### config.mk
export PLATFORM = sky130hd
export DESIGN_NAME = nn_compute_sequencer
export DESIGN_NICKNAME = d
export VERILOG_FILES = /design/src/rtl/nn_pkg.sv /design/src/rtl/nn_compute_sequencer.sv
export SDC_FILE = /design/constraint.sdc
export NUM_CORES = 1
export LEC_CHECK = 0
export CORE_MARGIN = 5
export CORE_UTILIZATION = 40
export CTS_BUF_LIST = sky130_fd_sc_hd__clkbuf_4 sky130_fd_sc_hd__clkbuf_8
export DETAILED_ROUTE_END_ITERATION = 10
export GPL_TIMING_DRIVEN = 0
export HOLD_SLACK_MARGIN = 0.02
export PLACE_DENSITY = 0.73
export SLEW_MARGIN = 15
export SYNTH_ARGS = -nofsm -noshare
export SYNTH_HDL_FRONTEND = slang
export SYNTH_SLANG_ARGS = --single-unit
export TNS_END_PERCENT = 1
### constraint.sdc
create_clock -name ACLK -period 1.8 [get_ports ACLK]
set_clock_uncertainty 0.1 [all_clocks]
set_input_delay 0.54 -clock ACLK [delete_from_list [all_inputs] [get_ports ACLK]]
set_output_delay 0.54 -clock ACLK [all_outputs]
set_load 0.05 [all_outputs]
### src/rtl/nn_pkg.sv
// Shared definitions for the NN coprocessor compute sequencer.
package nn_pkg;

    localparam int DATA_BITS      = 8;
    localparam int ROW_BITS       = 6;
    localparam int WT_ROW_BITS    = 3;
    localparam int RES_COL_BITS   = 3;
    localparam int NUM_ROWS_DEF   = 64;
    localparam int NUM_HIDDEN_DEF = 2;

    // Result RAM column map
    localparam logic [RES_COL_BITS-1:0] COL_H0  = 3'd0;
    localparam logic [RES_COL_BITS-1:0] COL_H1  = 3'd1;
    localparam logic [RES_COL_BITS-1:0] COL_OUT = 3'd2;

    // One-hot, same style as the top-level controller
    typedef enum logic [7:0] {
        ST_IDLE      = 8'h01,
        ST_FETCH     = 8'h02,
        ST_RD_WAIT   = 8'h04,
        ST_MAC_GO    = 8'h08,
        ST_MAC_WAIT  = 8'h10,
        ST_WRITEBACK = 8'h20,
        ST_NEXT      = 8'h40,
        ST_FINISH    = 8'h80
    } seq_state_t;

endpackage

### src/rtl/nn_compute_sequencer.sv
// Compute-phase sequencer: three MAC passes per dataset row (h0, h1, output),
// each activation written to the Result RAM.
//
// state     | meaning
// ----------+---------------------------------------------------------
// IDLE      | waiting for start
// FETCH     | weight row (and data row for hidden passes) read issued
// RD_WAIT   | RAM read latency
// MAC_GO    | one-cycle MAC start pulse
// MAC_WAIT  | waiting for mac_done, result captured on it
// WRITEBACK | result written to Result RAM, hidden activation latched
// NEXT      | advance neuron / row or finish
// FINISH    | done pulse
module nn_compute_sequencer
    import nn_pkg::*;
#(
    parameter int NUM_ROWS   = NUM_ROWS_DEF,
    parameter int NUM_HIDDEN = NUM_HIDDEN_DEF
) (
    input  logic                    ACLK,
    input  logic                    ARESET,
    input  logic                    start,
    output logic                    busy,
    output logic                    done,
    output logic                    data_rd_en,
    output logic [ROW_BITS-1:0]     data_rd_addr,
    output logic                    wt_rd_en,
    output logic [WT_ROW_BITS-1:0]  wt_rd_addr,
    output logic                    src_sel,
    output logic [DATA_BITS-1:0]    hid_out_0,
    output logic [DATA_BITS-1:0]    hid_out_1,
    output logic                    mac_start,
    input  logic                    mac_done,
    input  logic [DATA_BITS-1:0]    mac_result,
    output logic                    res_wr_en,
    output logic [ROW_BITS-1:0]     res_wr_depth,
    output logic [RES_COL_BITS-1:0] res_wr_col,
    output logic [DATA_BITS-1:0]    res_wr_data
);

    localparam logic [ROW_BITS-1:0]    ROW_LAST = ROW_BITS'(NUM_ROWS - 1);
    localparam logic [WT_ROW_BITS-1:0] HID_LAST = WT_ROW_BITS'(NUM_HIDDEN);

    seq_state_t            state_q, state_d;
    logic [ROW_BITS-1:0]   row_q;
    logic [WT_ROW_BITS-1:0] neuron_q;
    logic [DATA_BITS-1:0]  result_q;
    logic [DATA_BITS-1:0]  hid0_q, hid1_q;
    logic                  is_hidden;
    logic                  out_pass;

    assign is_hidden = (neuron_q < HID_LAST);
    assign out_pass  = (RES_COL_BITS'(neuron_q) == COL_OUT);

    // State register
    always_ff @(posedge ACLK) begin
        if (ARESET) state_q <= ST_IDLE;
        else        state_q <= state_d;
    end

    // Next-state and per-state strobes
    always_comb begin
        state_d    = state_q;
        busy       = 1'b0;
        done       = 1'b0;
        wt_rd_en   = 1'b0;
        data_rd_en = 1'b0;
        mac_start  = 1'b0;
        res_wr_en  = 1'b0;
        unique case (state_q)
            ST_IDLE: begin
                if (start) state_d = ST_FETCH;
            end
            ST_FETCH: begin
                busy       = 1'b1;
                wt_rd_en   = 1'b1;
                data_rd_en = is_hidden;
                state_d    = ST_RD_WAIT;
            end
            ST_RD_WAIT: begin
                busy    = 1'b1;
                state_d = ST_MAC_GO;
            end
            ST_MAC_GO: begin
                busy      = 1'b1;
                mac_start = 1'b1;
                state_d   = ST_MAC_WAIT;
            end
            ST_MAC_WAIT: begin
                busy = 1'b1;
                if (mac_done) state_d = ST_WRITEBACK;
            end
            ST_WRITEBACK: begin
                busy      = 1'b1;
                res_wr_en = 1'b1;
                state_d   = ST_NEXT;
            end
            ST_NEXT: begin
                busy = 1'b1;
                if (is_hidden || (row_q != ROW_LAST)) state_d = ST_FETCH;
                else                                  state_d = ST_FINISH;
            end
            ST_FINISH: begin
                done    = 1'b1;
                state_d = ST_IDLE;
            end
            default: state_d = ST_IDLE;
        endcase
    end

    // Row/neuron counters, captured MAC result and hidden activations
    always_ff @(posedge ACLK) begin
        if (ARESET) begin
            row_q    <= '0;
            neuron_q <= '0;
            result_q <= '0;
            hid0_q   <= '0;
            hid1_q   <= '0;
        end else begin
            case (state_q)
                ST_IDLE: begin
                    if (start) begin
                        row_q    <= '0;
                        neuron_q <= '0;
                    end
                end
                ST_MAC_WAIT: begin
                    if (mac_done) result_q <= mac_result;
                end
                ST_WRITEBACK: begin
                    if (RES_COL_BITS'(neuron_q) == COL_H0) hid0_q <= result_q;
                    if (RES_COL_BITS'(neuron_q) == COL_H1) hid1_q <= result_q;
                end
                ST_NEXT: begin
                    if (is_hidden) begin
                        neuron_q <= neuron_q + 1'b1;
                    end else if (row_q != ROW_LAST) begin
                        row_q    <= row_q + 1'b1;
                        neuron_q <= '0;
                    end
                end
                default: ;
            endcase
        end
    end

    // The operand select follows the pass, gated off outside a run
    assign src_sel      = busy && out_pass;
    assign data_rd_addr = row_q;
    assign wt_rd_addr   = neuron_q;
    assign res_wr_depth = row_q;
    assign res_wr_col   = RES_COL_BITS'(neuron_q);
    assign res_wr_data  = result_q;
    assign hid_out_0    = hid0_q;
    assign hid_out_1    = hid1_q;

endmodule

==> metrics.log <==
[metrics] worst slew margin relative to its limit: 0.6400
[metrics] cell count after synthesis: 238
[metrics] total wirelength of the detailed-routed design: 5750 microns
[metrics] peak fanout along the critical path: 6
[metrics] async set or reset register ratio after synthesis: 0
[metrics] detailed-placement wirelength estimate: 4150 microns
[metrics] endpoint required time on the critical path: 1.16 ns
[metrics] core area: 5172 sq um
[metrics] number of nets still failing antenna checks after routing: 0
[metrics] Final setup viols: 37
[metrics] final net count: 324
[metrics] detailed router's first-iteration violation count: 109
[metrics] iteration count of the initial detailed-routing pass: 4
[metrics] transition time of the tightest slew-check pin: 0.5383 ns
[metrics] maximum clock path buffer count: 2
[metrics] clk_lat worst skew: 0.30 ns
[metrics] number of sinks driven by the clock tree: 41
[metrics] post-synthesis register bit count: 41
[metrics] Clock Pin Slew Worst Setup and Hold Paths: 0.08 ns
[metrics] shortest period the worst path allows: 2.464 ns
[metrics] average wire per standard cell: 15.21 microns
[metrics] via count: 1982
[metrics] I/O pin total: 61
[metrics] Mapped Nets: 255
[metrics] x dimension of the die: 83.54 microns
[metrics] Hold Path Stages: 2
[metrics] fraction of final layout cells sized beyond drive strength 1: 0.3539
[metrics] setup repair after global routing missed its margin: true
[metrics] vias per cell: 5.243
[metrics] final hold violation count: 0
[metrics] post-placement setup slack: -1.355 ns
[metrics] startpoint of the worst hold path: hid_out_0[4]
[metrics] leakage power: 1.220 nW
[metrics] final critical-path share of the clock period: 1.369
[metrics] yosys synthesis warning count: 0
[metrics] Routability Congestion: 0.8366
[metrics] Multi-input gate area: 1261 sq um
[metrics] # placed instances: 368
[metrics] areal power density over the cells: 653.5 nW/um^2
[metrics] violations in the final reports: negative setup slack
[metrics] number of distinct standard cells referenced by the synthesized netlist: 46
[metrics] number of antenna violations at the first check in global routing: 0
[metrics] cell with the largest stage delay on the worst path: sky130_fd_sc_hd__dfxtp_4
[metrics] register area share after synthesis: 0.3794
[metrics] CTS H-tree depth: 2
[metrics] number of buffers inserted during clock tree synthesis: 5
[metrics] run status: complete, but fails checks
[metrics] first-pass GRT wire length: 9584 microns
[metrics] EDFF count, synth: 0
[metrics] starting utilization of the core area: 0.4182
[metrics] die height: 83.54 microns
[metrics] type of the setup path with the least slack: register to output pin
[metrics] maximum achievable frequency: 405.9 MHz
[metrics] area taken by flip-flops and latches: 840.8 sq um
[metrics] Worst path top cell family by delay: compound AO/OA/AOI/OAI gates
[metrics] delay of the slowest critical-path stage: 0.39 ns
[metrics] data arrival time of the critical path: 1.82 ns
[metrics] buffers and inverters on the worst path: 2
[metrics] type of the worst min-delay path: register to register
[metrics] R2R setup slack: -0.31 ns
[metrics] mean cell area of the mapped netlist: 9.090 sq um
[metrics] area of the die: 6979 sq um
[metrics] post-synthesis instance area: 2163 sq um
[metrics] Filler cells: 473
[metrics] DRC violations left: 0
[metrics] launching point of the worst reg2reg path: state_q[7]
[metrics] Root Buffer: sky130_fd_sc_hd__clkbuf_8
[metrics] final antenna diode count: 0
[metrics] r2r endpoint: data_rd_addr[3]
[metrics] cell-by-cell listing of the critical path: nor4_4 -> a31oi_1 -> a221oi_2 -> buf_4 -> o211a_4 -> buf_8
[metrics] setup ws final: -0.6638 ns
[metrics] vias in the first global route: 1897
[metrics] most frequent standard cell in the layout excluding fill and tap cells: sky130_fd_sc_hd__dfxtp_1
[metrics] post-route non-filler standard cell count: 378
[metrics] Main synth FF type: sky130_fd_sc_hd__dfxtp_1
[metrics] most used cells in the layout excluding fill and tap cells: sky130_fd_sc_hd__dfxtp_1 (33), sky130_fd_sc_hd__nand2b_1 (29), sky130_fd_sc_hd__buf_4 (26), sky130_fd_sc_hd__mux2i_1 (24), sky130_fd_sc_hd__clkdlybuf4s15_2 (16)
[metrics] CTS tree: built
[metrics] Design Power: 1.984 mW
[metrics] terminating pin of the worst hold path: hid_out_0[4]
[metrics] global route total overflow: 0
[metrics] Synth-to-Final Area Change: 40.31%
[metrics] global-route usage over all layers: 0.1674
[metrics] row count: 26
[metrics] count of port buffers added during placement: 60
[metrics] Util after Layout: 0.5868
[metrics] final-report max-slew violation count: 0
[metrics] type of element launching the critical path: register
[metrics] max-cap violations: 0
[metrics] count of cells along the worst register-to-register path: 6
[metrics] Max rail drop VDD: 0.0003843 V
[metrics] crit end category: output pin
[metrics] maximum number of pins on one net before global-route repair: 14
cells by family after synthesis:
group	synth area share
muxes	0.1110
DFF	0.3794
AOI/OAI and AO/OA	0.1029
xor gates and xnor gates	0.004049
buffers and inverters	0.08213
and+or+nand+nor	0.2915
adders and majority gates	0.02892
routing by layer:
metal,routed length (microns),vias up,global-route usage
met3,306,7,0.03850
li1,-,985,-
met4,78,0,0.05556
met1,2546,928,0.2106
met5,0,-,0
met2,2820,62,0.2821
cells in the mapped netlist (2+ instances only):
cell type / n / area [sq um]
sky130_fd_sc_hd__a211oi_1: 2 / 15.01
sky130_fd_sc_hd__a21oi_1: 4 / 20.02
sky130_fd_sc_hd__a31oi_1: 4 / 25.02
sky130_fd_sc_hd__and3_1: 3 / 18.77
sky130_fd_sc_hd__buf_2: 4 / 20.02
sky130_fd_sc_hd__buf_4: 10 / 75.07
sky130_fd_sc_hd__buf_6: 3 / 33.78
sky130_fd_sc_hd__clkbuf_1: 7 / 26.28
sky130_fd_sc_hd__dfxtp_1: 41 / 820.8
sky130_fd_sc_hd__ha_1: 5 / 62.56
sky130_fd_sc_hd__inv_1: 6 / 22.52
sky130_fd_sc_hd__mux2i_1: 24 / 240.2
sky130_fd_sc_hd__nand2_1: 10 / 37.54
sky130_fd_sc_hd__nand2b_1: 29 / 181.4
sky130_fd_sc_hd__nand3_1: 8 / 40.04
sky130_fd_sc_hd__nand3b_1: 3 / 22.52
sky130_fd_sc_hd__nand4_1: 2 / 12.51
sky130_fd_sc_hd__nand4b_1: 2 / 17.52
sky130_fd_sc_hd__nor2_1: 15 / 56.30
sky130_fd_sc_hd__nor3_1: 8 / 40.04
sky130_fd_sc_hd__nor3_4: 2 / 32.53
sky130_fd_sc_hd__nor4_1: 8 / 50.05
sky130_fd_sc_hd__nor4b_1: 2 / 17.52
sky130_fd_sc_hd__o211ai_1: 4 / 30.03
sky130_fd_sc_hd__o21a_1: 2 / 15.01
sky130_fd_sc_hd__o21ai_0: 5 / 25.02
sky130_fd_sc_hd__or3_1: 5 / 31.28
sky130_fd_sc_hd__or4_1: 2 / 15.01
flip-flops by register name, summed over array words and instances, names as in the netlist:
signal and count:
data_rd_addr 6, state_q 8, hid_out_0 8, res_wr_col 3, res_wr_data 8, hid_out_1 8
layout make-up:
cell class | count | share of cell area
tap | 70 | 0.02885
clock inverter | 2 | 0.01237
timing repair buffer | 64 | 0.1785
clock buffer | 6 | 0.02721
inverter | 6 | 0.007420
sequential | 41 | 0.2770
buffer | 22 | 0.05317
multi-input combinational | 167 | 0.4155
per-stage QoR:
step / cell area (sq um) / TNS (ns) / hold slack (ns)
detailed placement: 2890 / -22.55 / 0.3638
CTS: 3047 / -5.555 / 0.3805
global route: 3035 / -10.76 / 0.4068
finish: 3035 / -5.921 / 0.3798
global placement: 2890 / -22.18 / 0.3585
floorplan: 2202 / -3.879 / 0.4399
how the worst max path moves through the flow:
stage                     slack (ns)  depth (start not counted)       to        from
after floorplan                -0.37                          4     done  state_q[5]
after detailed placement       -1.35                          6  src_sel  state_q[4]
after CTS                      -0.65                          6  src_sel  state_q[7]
after global placement         -1.27                          6  src_sel  state_q[7]
final                          -0.66                          6  src_sel  state_q[7]
after global routing           -0.76                          6  src_sel  state_q[7]
worst register-to-register path: cells and delay by family (launching register included):
family | cells | cell delay, ns
AND/OR/NAND/NOR | 3 | 1.10
flip-flops | 1 | 0.39
buffers and inverters | 2 | 0.30
AO/OA/AOI/OAI | 1 | 0.17
power by group:
| group | internal (mW) | leakage, nW | switching [mW] |
|---|---|---|---|
| clock | 0.451 | 0.0574 | 0.324 |
| sequential | 0.912 | 0.336 | 0.00544 |
| combinational | 0.122 | 0.827 | 0.170 |
timing repair:
action	in CTS	in global routing
setup buffers	3	1
pin swaps	6	3
hold buffers	0	0
resized for setup	184	23
setup endpoints to repair	89	57
Power figures use the tool's default switching activity.
